### config.mk
export PLATFORM = sky130hd
export DESIGN_NAME = serv_mdu_resp_flat
export DESIGN_NICKNAME = d
export VERILOG_FILES = /design/src/rtl/serv_mdu_pkg.sv /design/src/rtl/serv_mdu_resp_if.sv /design/src/rtl/serv_mdu_sign.sv /design/src/rtl/serv_mdu_resp.sv /design/src/flat_wrapper.sv
export SDC_FILE = /design/constraint.sdc
export NUM_CORES = 1
export LEC_CHECK = 0
export CORE_ASPECT_RATIO = 1.1
export CORE_MARGIN = 1.5
export CORE_UTILIZATION = 40
export DETAILED_ROUTE_END_ITERATION = 16
export PLACE_DENSITY = 0.6
export SYNTH_ARGS = -nofsm -noshare
export SYNTH_HDL_FRONTEND = slang
export SYNTH_SLANG_ARGS = --single-unit
export TNS_END_PERCENT = 10
### constraint.sdc
create_clock -name i_clk -period 8.1 [get_ports i_clk]
set_input_delay 0.81 -clock i_clk [delete_from_list [all_inputs] [get_ports i_clk]]
set_output_delay 0.81 -clock i_clk [all_outputs]
set_load 0.01 [all_outputs]
### src/rtl/serv_mdu_pkg.sv
// Shared encodings for the serial multiply/divide unit.
// Holds funct3 codes, FSM states and the default step count.
package serv_mdu_pkg;

  localparam int ITER_DEF = 32;

  typedef logic [2:0] funct3_t;

  localparam funct3_t OP_MUL    = 3'd0;
  localparam funct3_t OP_MULH   = 3'd1;
  localparam funct3_t OP_MULHSU = 3'd2;
  localparam funct3_t OP_MULHU  = 3'd3;
  localparam funct3_t OP_DIV    = 3'd4;
  localparam funct3_t OP_DIVU   = 3'd5;
  localparam funct3_t OP_REM    = 3'd6;
  localparam funct3_t OP_REMU   = 3'd7;

  typedef enum logic [2:0] {
    S_IDLE,
    S_BUSY,
    S_FIX,
    S_DONE,
    S_HOLD
  } state_e;

  function automatic logic op_is_div(input funct3_t op);
    return op[2];
  endfunction

  function automatic logic op_is_rem(input funct3_t op);
    return op[2] & op[1];
  endfunction

endpackage

### src/rtl/serv_mdu_resp_if.sv
// Request/response bundle between core state unit and MDU.
// The core drives the request side, the MDU the result side.
interface serv_mdu_resp_if;
  import serv_mdu_pkg::*;

  logic        i_mdu_valid;
  funct3_t     i_mdu_op;
  logic [31:0] i_rs1;
  logic [31:0] i_rs2;
  logic        o_mdu_ready;
  logic [31:0] o_rd;

  modport master (
    output i_mdu_valid,
    output i_mdu_op,
    output i_rs1,
    output i_rs2,
    input  o_mdu_ready,
    input  o_rd
  );

  modport slave (
    input  i_mdu_valid,
    input  i_mdu_op,
    input  i_rs1,
    input  i_rs2,
    output o_mdu_ready,
    output o_rd
  );

endinterface

### src/rtl/serv_mdu_sign.sv
// Operand magnitude and result sign fix-up for the MDU.
// Purely combinational; the iteration core sees unsigned values.
module serv_mdu_sign
  import serv_mdu_pkg::*;
(
  input  funct3_t     i_op,
  input  logic [31:0] i_rs1,
  input  logic [31:0] i_rs2,
  output logic [31:0] o_mag_a,
  output logic [31:0] o_mag_b,
  output logic        o_neg,
  input  funct3_t     i_res_op,
  input  logic        i_res_neg,
  input  logic [31:0] i_hi,
  input  logic [31:0] i_lo,
  output logic [31:0] o_res
);

  logic sa;
  logic sb;
  logic na;
  logic nb;

  logic [63:0] full;
  logic [31:0] dval;

  // Which operands are signed and what sign the result takes.
  always_comb begin
    sa = 1'b0;
    sb = 1'b0;
    unique case (i_op)
      OP_MULH:   begin sa = 1'b1; sb = 1'b1; end
      OP_MULHSU: begin sa = 1'b1; end
      OP_DIV:    begin sa = 1'b1; sb = 1'b1; end
      OP_REM:    begin sa = 1'b1; sb = 1'b1; end
      default:   begin sa = 1'b0; sb = 1'b0; end
    endcase
    na = sa & i_rs1[31];
    nb = sb & i_rs2[31];
    o_mag_a = na ? (~i_rs1 + 32'd1) : i_rs1;
    o_mag_b = nb ? (~i_rs2 + 32'd1) : i_rs2;
    if (op_is_rem(i_op)) begin
      o_neg = na;
    end else if (op_is_div(i_op)) begin
      // x/0 must stay all-ones, so never negate it
      o_neg = (na ^ nb) & (i_rs2 != 32'd0);
    end else begin
      o_neg = na ^ nb;
    end
  end

  // Negate the unsigned result and pick the wanted half.
  always_comb begin
    full = {i_hi, i_lo};
    if (i_res_neg) begin
      full = ~full + 64'd1;
    end
    dval = i_res_op[1] ? i_hi : i_lo;
    if (i_res_neg) begin
      dval = ~dval + 32'd1;
    end
    if (op_is_div(i_res_op)) begin
      o_res = dval;
    end else if (i_res_op == OP_MUL) begin
      o_res = full[31:0];
    end else begin
      o_res = full[63:32];
    end
  end

endmodule

### src/rtl/serv_mdu_resp.sv
// Serial radix-2 multiply/divide unit with fixed latency.
// One shared 33-bit adder drives both shift-add and restoring divide.
module serv_mdu_resp
  import serv_mdu_pkg::*;
#(
  parameter RESET_STRATEGY = "MINI",
  parameter int ITER = ITER_DEF
) (
  input  logic i_clk,
  input  logic i_rst,
  serv_mdu_resp_if.slave bus
);

  localparam int CW = $clog2(ITER + 1);
  localparam logic [CW-1:0] ITER_C = CW'(ITER);

  state_e        state_q, state_d;
  logic [CW-1:0] cnt_q, cnt_d;
  logic          ready_q, ready_d;

  funct3_t       op_q, op_d;
  logic          neg_q, neg_d;
  logic [32:0]   acc_q, acc_d;
  logic [31:0]   qr_q, qr_d;
  logic [32:0]   b_q, b_d;
  logic [31:0]   rd_q, rd_d;

  logic [31:0]   mag_a;
  logic [31:0]   mag_b;
  logic          neg_in;
  logic [31:0]   res;

  logic          is_div;
  logic [32:0]   r_sh;
  logic [32:0]   add_a;
  logic [32:0]   add_b;
  logic          add_c;
  logic [33:0]   sum;

  serv_mdu_sign u_sign (
    .i_op      (bus.i_mdu_op),
    .i_rs1     (bus.i_rs1),
    .i_rs2     (bus.i_rs2),
    .o_mag_a   (mag_a),
    .o_mag_b   (mag_b),
    .o_neg     (neg_in),
    .i_res_op  (op_q),
    .i_res_neg (neg_q),
    .i_hi      (acc_q[31:0]),
    .i_lo      (qr_q),
    .o_res     (res)
  );

  // Shared adder: acc + multiplicand, or shifted rem - divisor.
  always_comb begin
    is_div = op_is_div(op_q);
    r_sh   = {acc_q[31:0], qr_q[31]};
    add_a  = is_div ? r_sh : acc_q;
    add_b  = is_div ? ~b_q : (qr_q[0] ? b_q : 33'd0);
    add_c  = is_div;
    sum    = {1'b0, add_a} + {1'b0, add_b} + {33'd0, add_c};
  end

  // Next-state, counter and datapath update.
  always_comb begin
    state_d = state_q;
    cnt_d   = cnt_q;
    ready_d = 1'b0;
    op_d    = op_q;
    neg_d   = neg_q;
    acc_d   = acc_q;
    qr_d    = qr_q;
    b_d     = b_q;
    rd_d    = rd_q;
    unique case (state_q)
      S_IDLE: begin
        if (bus.i_mdu_valid) begin
          state_d = S_BUSY;
          cnt_d   = '0;
          op_d    = bus.i_mdu_op;
          neg_d   = neg_in;
          acc_d   = '0;
          if (op_is_div(bus.i_mdu_op)) begin
            qr_d = mag_a;
            b_d  = {1'b0, mag_b};
          end else begin
            qr_d = mag_b;
            b_d  = {1'b0, mag_a};
          end
        end
      end
      S_BUSY: begin
        // after ITER steps the counter idles one settle cycle
        if (cnt_q == ITER_C) begin
          state_d = S_FIX;
        end else begin
          cnt_d = cnt_q + 1'b1;
          if (is_div) begin
            acc_d = sum[33] ? sum[32:0] : r_sh;
            qr_d  = {qr_q[30:0], sum[33]};
          end else begin
            acc_d = {1'b0, sum[32:1]};
            qr_d  = {sum[0], qr_q[31:1]};
          end
        end
      end
      S_FIX: begin
        rd_d    = res;
        ready_d = 1'b1;
        state_d = S_DONE;
      end
      S_DONE: begin
        state_d = S_HOLD;
      end
      S_HOLD: begin
        if (!bus.i_mdu_valid) begin
          state_d = S_IDLE;
        end
      end
      default: begin
        state_d = S_IDLE;
      end
    endcase
  end

  // Control state always resets.
  always_ff @(posedge i_clk) begin
    if (i_rst) begin
      state_q <= S_IDLE;
      cnt_q   <= '0;
      ready_q <= 1'b0;
    end else begin
      state_q <= state_d;
      cnt_q   <= cnt_d;
      ready_q <= ready_d;
    end
  end

  generate
    if (RESET_STRATEGY != "NONE") begin : g_dp_rst
      // Datapath registers with reset.
      always_ff @(posedge i_clk) begin
        if (i_rst) begin
          op_q  <= OP_MUL;
          neg_q <= 1'b0;
          acc_q <= '0;
          qr_q  <= '0;
          b_q   <= '0;
          rd_q  <= '0;
        end else begin
          op_q  <= op_d;
          neg_q <= neg_d;
          acc_q <= acc_d;
          qr_q  <= qr_d;
          b_q   <= b_d;
          rd_q  <= rd_d;
        end
      end
    end else begin : g_dp_norst
      // Datapath registers without reset.
      always_ff @(posedge i_clk) begin
        op_q  <= op_d;
        neg_q <= neg_d;
        acc_q <= acc_d;
        qr_q  <= qr_d;
        b_q   <= b_d;
        rd_q  <= rd_d;
      end
    end
  endgenerate

  assign bus.o_mdu_ready = ready_q;
  assign bus.o_rd        = rd_q;

endmodule

### src/flat_wrapper.sv
// flat-port wrapper written by rule: the top's interface ports become plain ports
module serv_mdu_resp_flat import serv_mdu_pkg::*;
#(
  parameter RESET_STRATEGY = "    ",
  parameter int ITER = ITER_DEF
)
  (i_clk, i_rst, bus_i_mdu_valid, bus_i_mdu_op, bus_i_rs1, bus_i_rs2, bus_o_mdu_ready, bus_o_rd);
  serv_mdu_resp_if bus_i ();
  input  logic i_clk;
  input  logic i_rst;
  input wire logic [$bits(bus_i.i_mdu_valid)-1:0] bus_i_mdu_valid;
  input wire logic [$bits(bus_i.i_mdu_op)-1:0] bus_i_mdu_op;
  input wire logic [$bits(bus_i.i_rs1)-1:0] bus_i_rs1;
  input wire logic [$bits(bus_i.i_rs2)-1:0] bus_i_rs2;
  output wire logic [$bits(bus_i.o_mdu_ready)-1:0] bus_o_mdu_ready;
  output wire logic [$bits(bus_i.o_rd)-1:0] bus_o_rd;
  assign bus_i.i_mdu_valid = bus_i_mdu_valid;
  assign bus_i.i_mdu_op = bus_i_mdu_op;
  assign bus_i.i_rs1 = bus_i_rs1;
  assign bus_i.i_rs2 = bus_i_rs2;
  assign bus_o_mdu_ready = bus_i.o_mdu_ready;
  assign bus_o_rd = bus_i.o_rd;
  serv_mdu_resp #(.RESET_STRATEGY(RESET_STRATEGY), .ITER(ITER)) u_core (.i_clk(i_clk), .i_rst(i_rst), .bus(bus_i));
endmodule
==> impl_metrics.json <==
{
  "cts_buffers": 17,
  "num_vias": 15200,
  "ios": 103,
  "synth-main-ff-cell": "dfxtp_1",
  "netlist_area_mm2": 0.0142,
  "htreeDepth": 4,
  "post-route-period-util": 0.635,
  "fp.coreArea_mm2": 0.0350,
  "ys_types": 81,
  "die_area_mm2": 0.0366,
  "drt_iter0_drc": 1446,
  "nets": 2053,
  "cts_sinks": 143,
  "grtUsageTotal": 0.285,
  "crit_path_top_delay_cell": "dfxtp_4",
  "path_cells": "buf_4 > mux2_2 > fa_1 > fa_1 > a211oi_1 > o21ai_0 > o21ai_0 > o311ai_0 > buf_4 > a211oi_1 > a311oi_1 > o211a_1 > a22o_1",
  "grt_max_degree": 79,
  "synth_edf_count": 0,
  "setup_viol": 0,
  "ys_seq_area_frac": 0.202,
  "cts_tree": "yes",
  "grt_setup_unrepaired": "no",
  "syn_area_per_cell_um2": 7.19,
  "cp.arrival_ns": 5.48,
  "holdWs_ns": 0.465,
  "clk_pin_slew_worst_paths_ns": 0.07,
  "cts_hold_buf": 0,
  "mostFrequentLayoutCells": "nand2_1 (217), o21ai_0 (170), nor2_1 (154)",
  "layout_setup_ws_ns": 2.96,
  "place_inst": 2368,
  "final_max_slew_viol_count": 0,
  "route.detailed.drc": 0,
  "finalWeightedCongestion": 0.963,
  "clock_skew_ns": 0.0135,
  "dr.pass1.iters": 6,
  "worstSetupPathType": "reg -> reg",
  "synth-seq-cells": 143,
  "start_util": 0.405,
  "relSlewSlack": 0.221,
  "status": "finished, final reports clean",
  "powerDensity_mw_per_mm2": 148,
  "drive_gt1_frac": 0.0716,
  "critical_path_required_ns": 8.43,
  "finalNonFillerCells": 2400,
  "root_buffer": "clkbuf_16",
  "grt_pass1_wl_um": 82100,
  "synthCells": 1974,
  "final_antenna_net_count": 0,
  "maxCapViolCount": 0,
  "min_period_ns": 5.14,
  "vias_per_cell": 6.35,
  "clk_latency_ns": 0.45,
  "fmax_ghz": 0.194,
  "place_ws_ns": 3.14,
  "port_buffers": 102,
  "wl_per_cell_um": 21.9,
  "final_common_cell": "nand2_1",
  "cts-resized-gates": 0,
  "p_clk_frac": 0.333,
  "core.rowCount": 72,
  "antenna_found_initial": 0,
  "reg2reg_depth": 13,
  "cp-start-kind": "flip-flop",
  "seq_power_share": 0.354,
  "min_to": "u_core.b_q[18]",
  "grt_pass1_vias": 14300,
  "antenna_cells": 0,
  "fin_util": 0.454,
  "ir_drop_mv": 0.132,
  "dp_hpwl_um": 39700,
  "syn-num-nets": 2084,
  "rr_startpoint": "u_core.op_q[2]",
  "reg2reg_to": "u_core.acc_q[31]",
  "cts_setup_buffers": 0,
  "final_hold_viol_count": 0,
  "fin_tns_setup_ns": 0,
  "crit_fanout": 56,
  "min_from": "u_core.b_q[18]",
  "worstMarginPinSlew_ns": 1.17,
  "clock_path_buffers": 2,
  "p_sw_uw": 932,
  "p_leak_uw": 0.00570,
  "async_reset_ff_frac": 0,
  "worstHoldPathType": "reg -> reg",
  "min_delay_path_depth": 2,
  "wl_um": 52500,
  "die_y_um": 201,
  "crit_path_end_kind": "flip-flop",
  "ys_warn_count": 0,
  "combPwrFrac": 0.313,
  "die_w_um": 183,
  "switching_share": 0.396,
  "r2r_slack_ns": 2.96,
  "cpPeakStageDelay_ns": 0.69,
  "overflow": 0,
  "p_int_uw": 1420,
  "syn2layout_area_growth_pct": 12.0
}
==> layer usage <==
layer  GRT usage  part of all wire  vias up
met5           0                 0        -
met4       0.128             0.041        0
met3      0.0337             0.063      133
met2       0.455              0.45      653
met1       0.383              0.45     7219
li1            -                 -     7239
==> power by group through the flow <==
| stage | Sequential (uW) | Clock, uW | Combinational (uW) |
|---|---|---|---|
| finish | 833 | 785 | 737 |
| global route | 837 | 816 | 806 |
| CTS | 827 | 790 | 724 |
| detailed placement | 843 | 0 | 720 |
| global placement | 842 | 0 | 713 |
| floorplan | 773 | 0 | 546 |
==> cell type report <==
class                   instances  area, um2
clock buffers                  17        425
clock inverters                15        146
fillers                      3559      19100
inverters                      29        109
multi-input cells            1619      10500
flip-flops and latches        143       2870
well taps                     444        556
repair buffers                133       1240
==> registers in the layout, summed over array words and instances, names as in the netlist <==
| name | count |
|---|---|
| u_core.bus.o_mdu_ready | 1 |
| u_core.op_q | 3 |
| u_core.qr_q | 32 |
| u_core.neg_q | 1 |
| u_core.acc_q | 33 |
| u_core.bus.o_rd | 32 |
| u_core.cnt_q | 6 |
| u_core.b_q | 32 |
| u_core.state_q | 3 |
==> stage by stage <==
step / cell area (um2) / total power (uW)
2_1_floorplan: 14200 / 1320
3_3_place_gp: 15300 / 1550
3_5_place_dp: 15300 / 1560
4_1_cts: 15900 / 2340
5_1_grt: 15900 / 2460
6_report: 15900 / 2350
==> how the worst max path moves through the flow <==
stage | start | end | slack, ns | cells after the start
2_1_floorplan | u_core.op_q[2] | u_core.acc_q[10] | 3.56 | 14
3_3_place_gp | u_core.op_q[2] | u_core.acc_q[31] | 3.24 | 13
3_5_place_dp | u_core.op_q[2] | u_core.acc_q[31] | 3.14 | 13
4_1_cts | u_core.op_q[2] | u_core.acc_q[31] | 3.11 | 13
5_1_grt | u_core.op_q[2] | u_core.acc_q[27] | 2.74 | 13
6_report | u_core.op_q[2] | u_core.acc_q[31] | 2.96 | 13
==> cells in the mapped netlist, types with 15 or more instances <==
| cell | instances | area, um2 |
|---|---|---|
| o21ai_0 | 170 | 851 |
| mux2_2 | 38 | 428 |
| o211ai_1 | 30 | 225 |
| buf_1 | 17 | 63.8 |
| nor2_1 | 158 | 593 |
| or3_1 | 19 | 119 |
| xor2_1 | 68 | 596 |
| ha_1 | 38 | 475 |
| a211oi_1 | 23 | 173 |
| clkbuf_1 | 157 | 589 |
| nand3_1 | 59 | 295 |
| a31oi_1 | 42 | 263 |
| nor4_1 | 23 | 144 |
| a22oi_1 | 26 | 195 |
| nand2_1 | 217 | 815 |
| dfxtp_1 | 143 | 2860 |
| a21oi_1 | 136 | 681 |
| and2_1 | 18 | 113 |
| inv_1 | 28 | 105 |
| xnor2_1 | 71 | 622 |
| nor3b_1 | 15 | 113 |
| o31ai_1 | 31 | 233 |
| a21o_1 | 23 | 173 |
| mux2i_1 | 109 | 1090 |
| nor3_1 | 60 | 300 |
| nand4_1 | 15 | 93.8 |
==> critical path: cells and delay by family (launching register included) <==
kind                     cells  cell delay, ns
buffers and inverters        2            0.84
flip-flops                   1            0.69
adder cells (fa/ha/maj)      2            0.84
multiplexers                 1            0.43
AO/OA/AOI/OAI                8            2.15
==> kinds of logic (layout without fill, tap and decap cells) <==
| family | after synthesis | after routing | synth area share |
|---|---|---|---|
| muxes | 147 | 147 | 0.107 |
| buffers and inverters | 212 | 194 | 0.0573 |
| xor gates and xnor gates | 139 | 139 | 0.0858 |
| adders and majority gates | 40 | 40 | 0.0363 |
| and+or+nand+nor | 656 | 656 | 0.220 |
| DFF | 143 | 143 | 0.202 |
| AOI/OAI and AO/OA | 637 | 637 | 0.292 |
No activity file was read; power rests on OpenSTA's default activity.
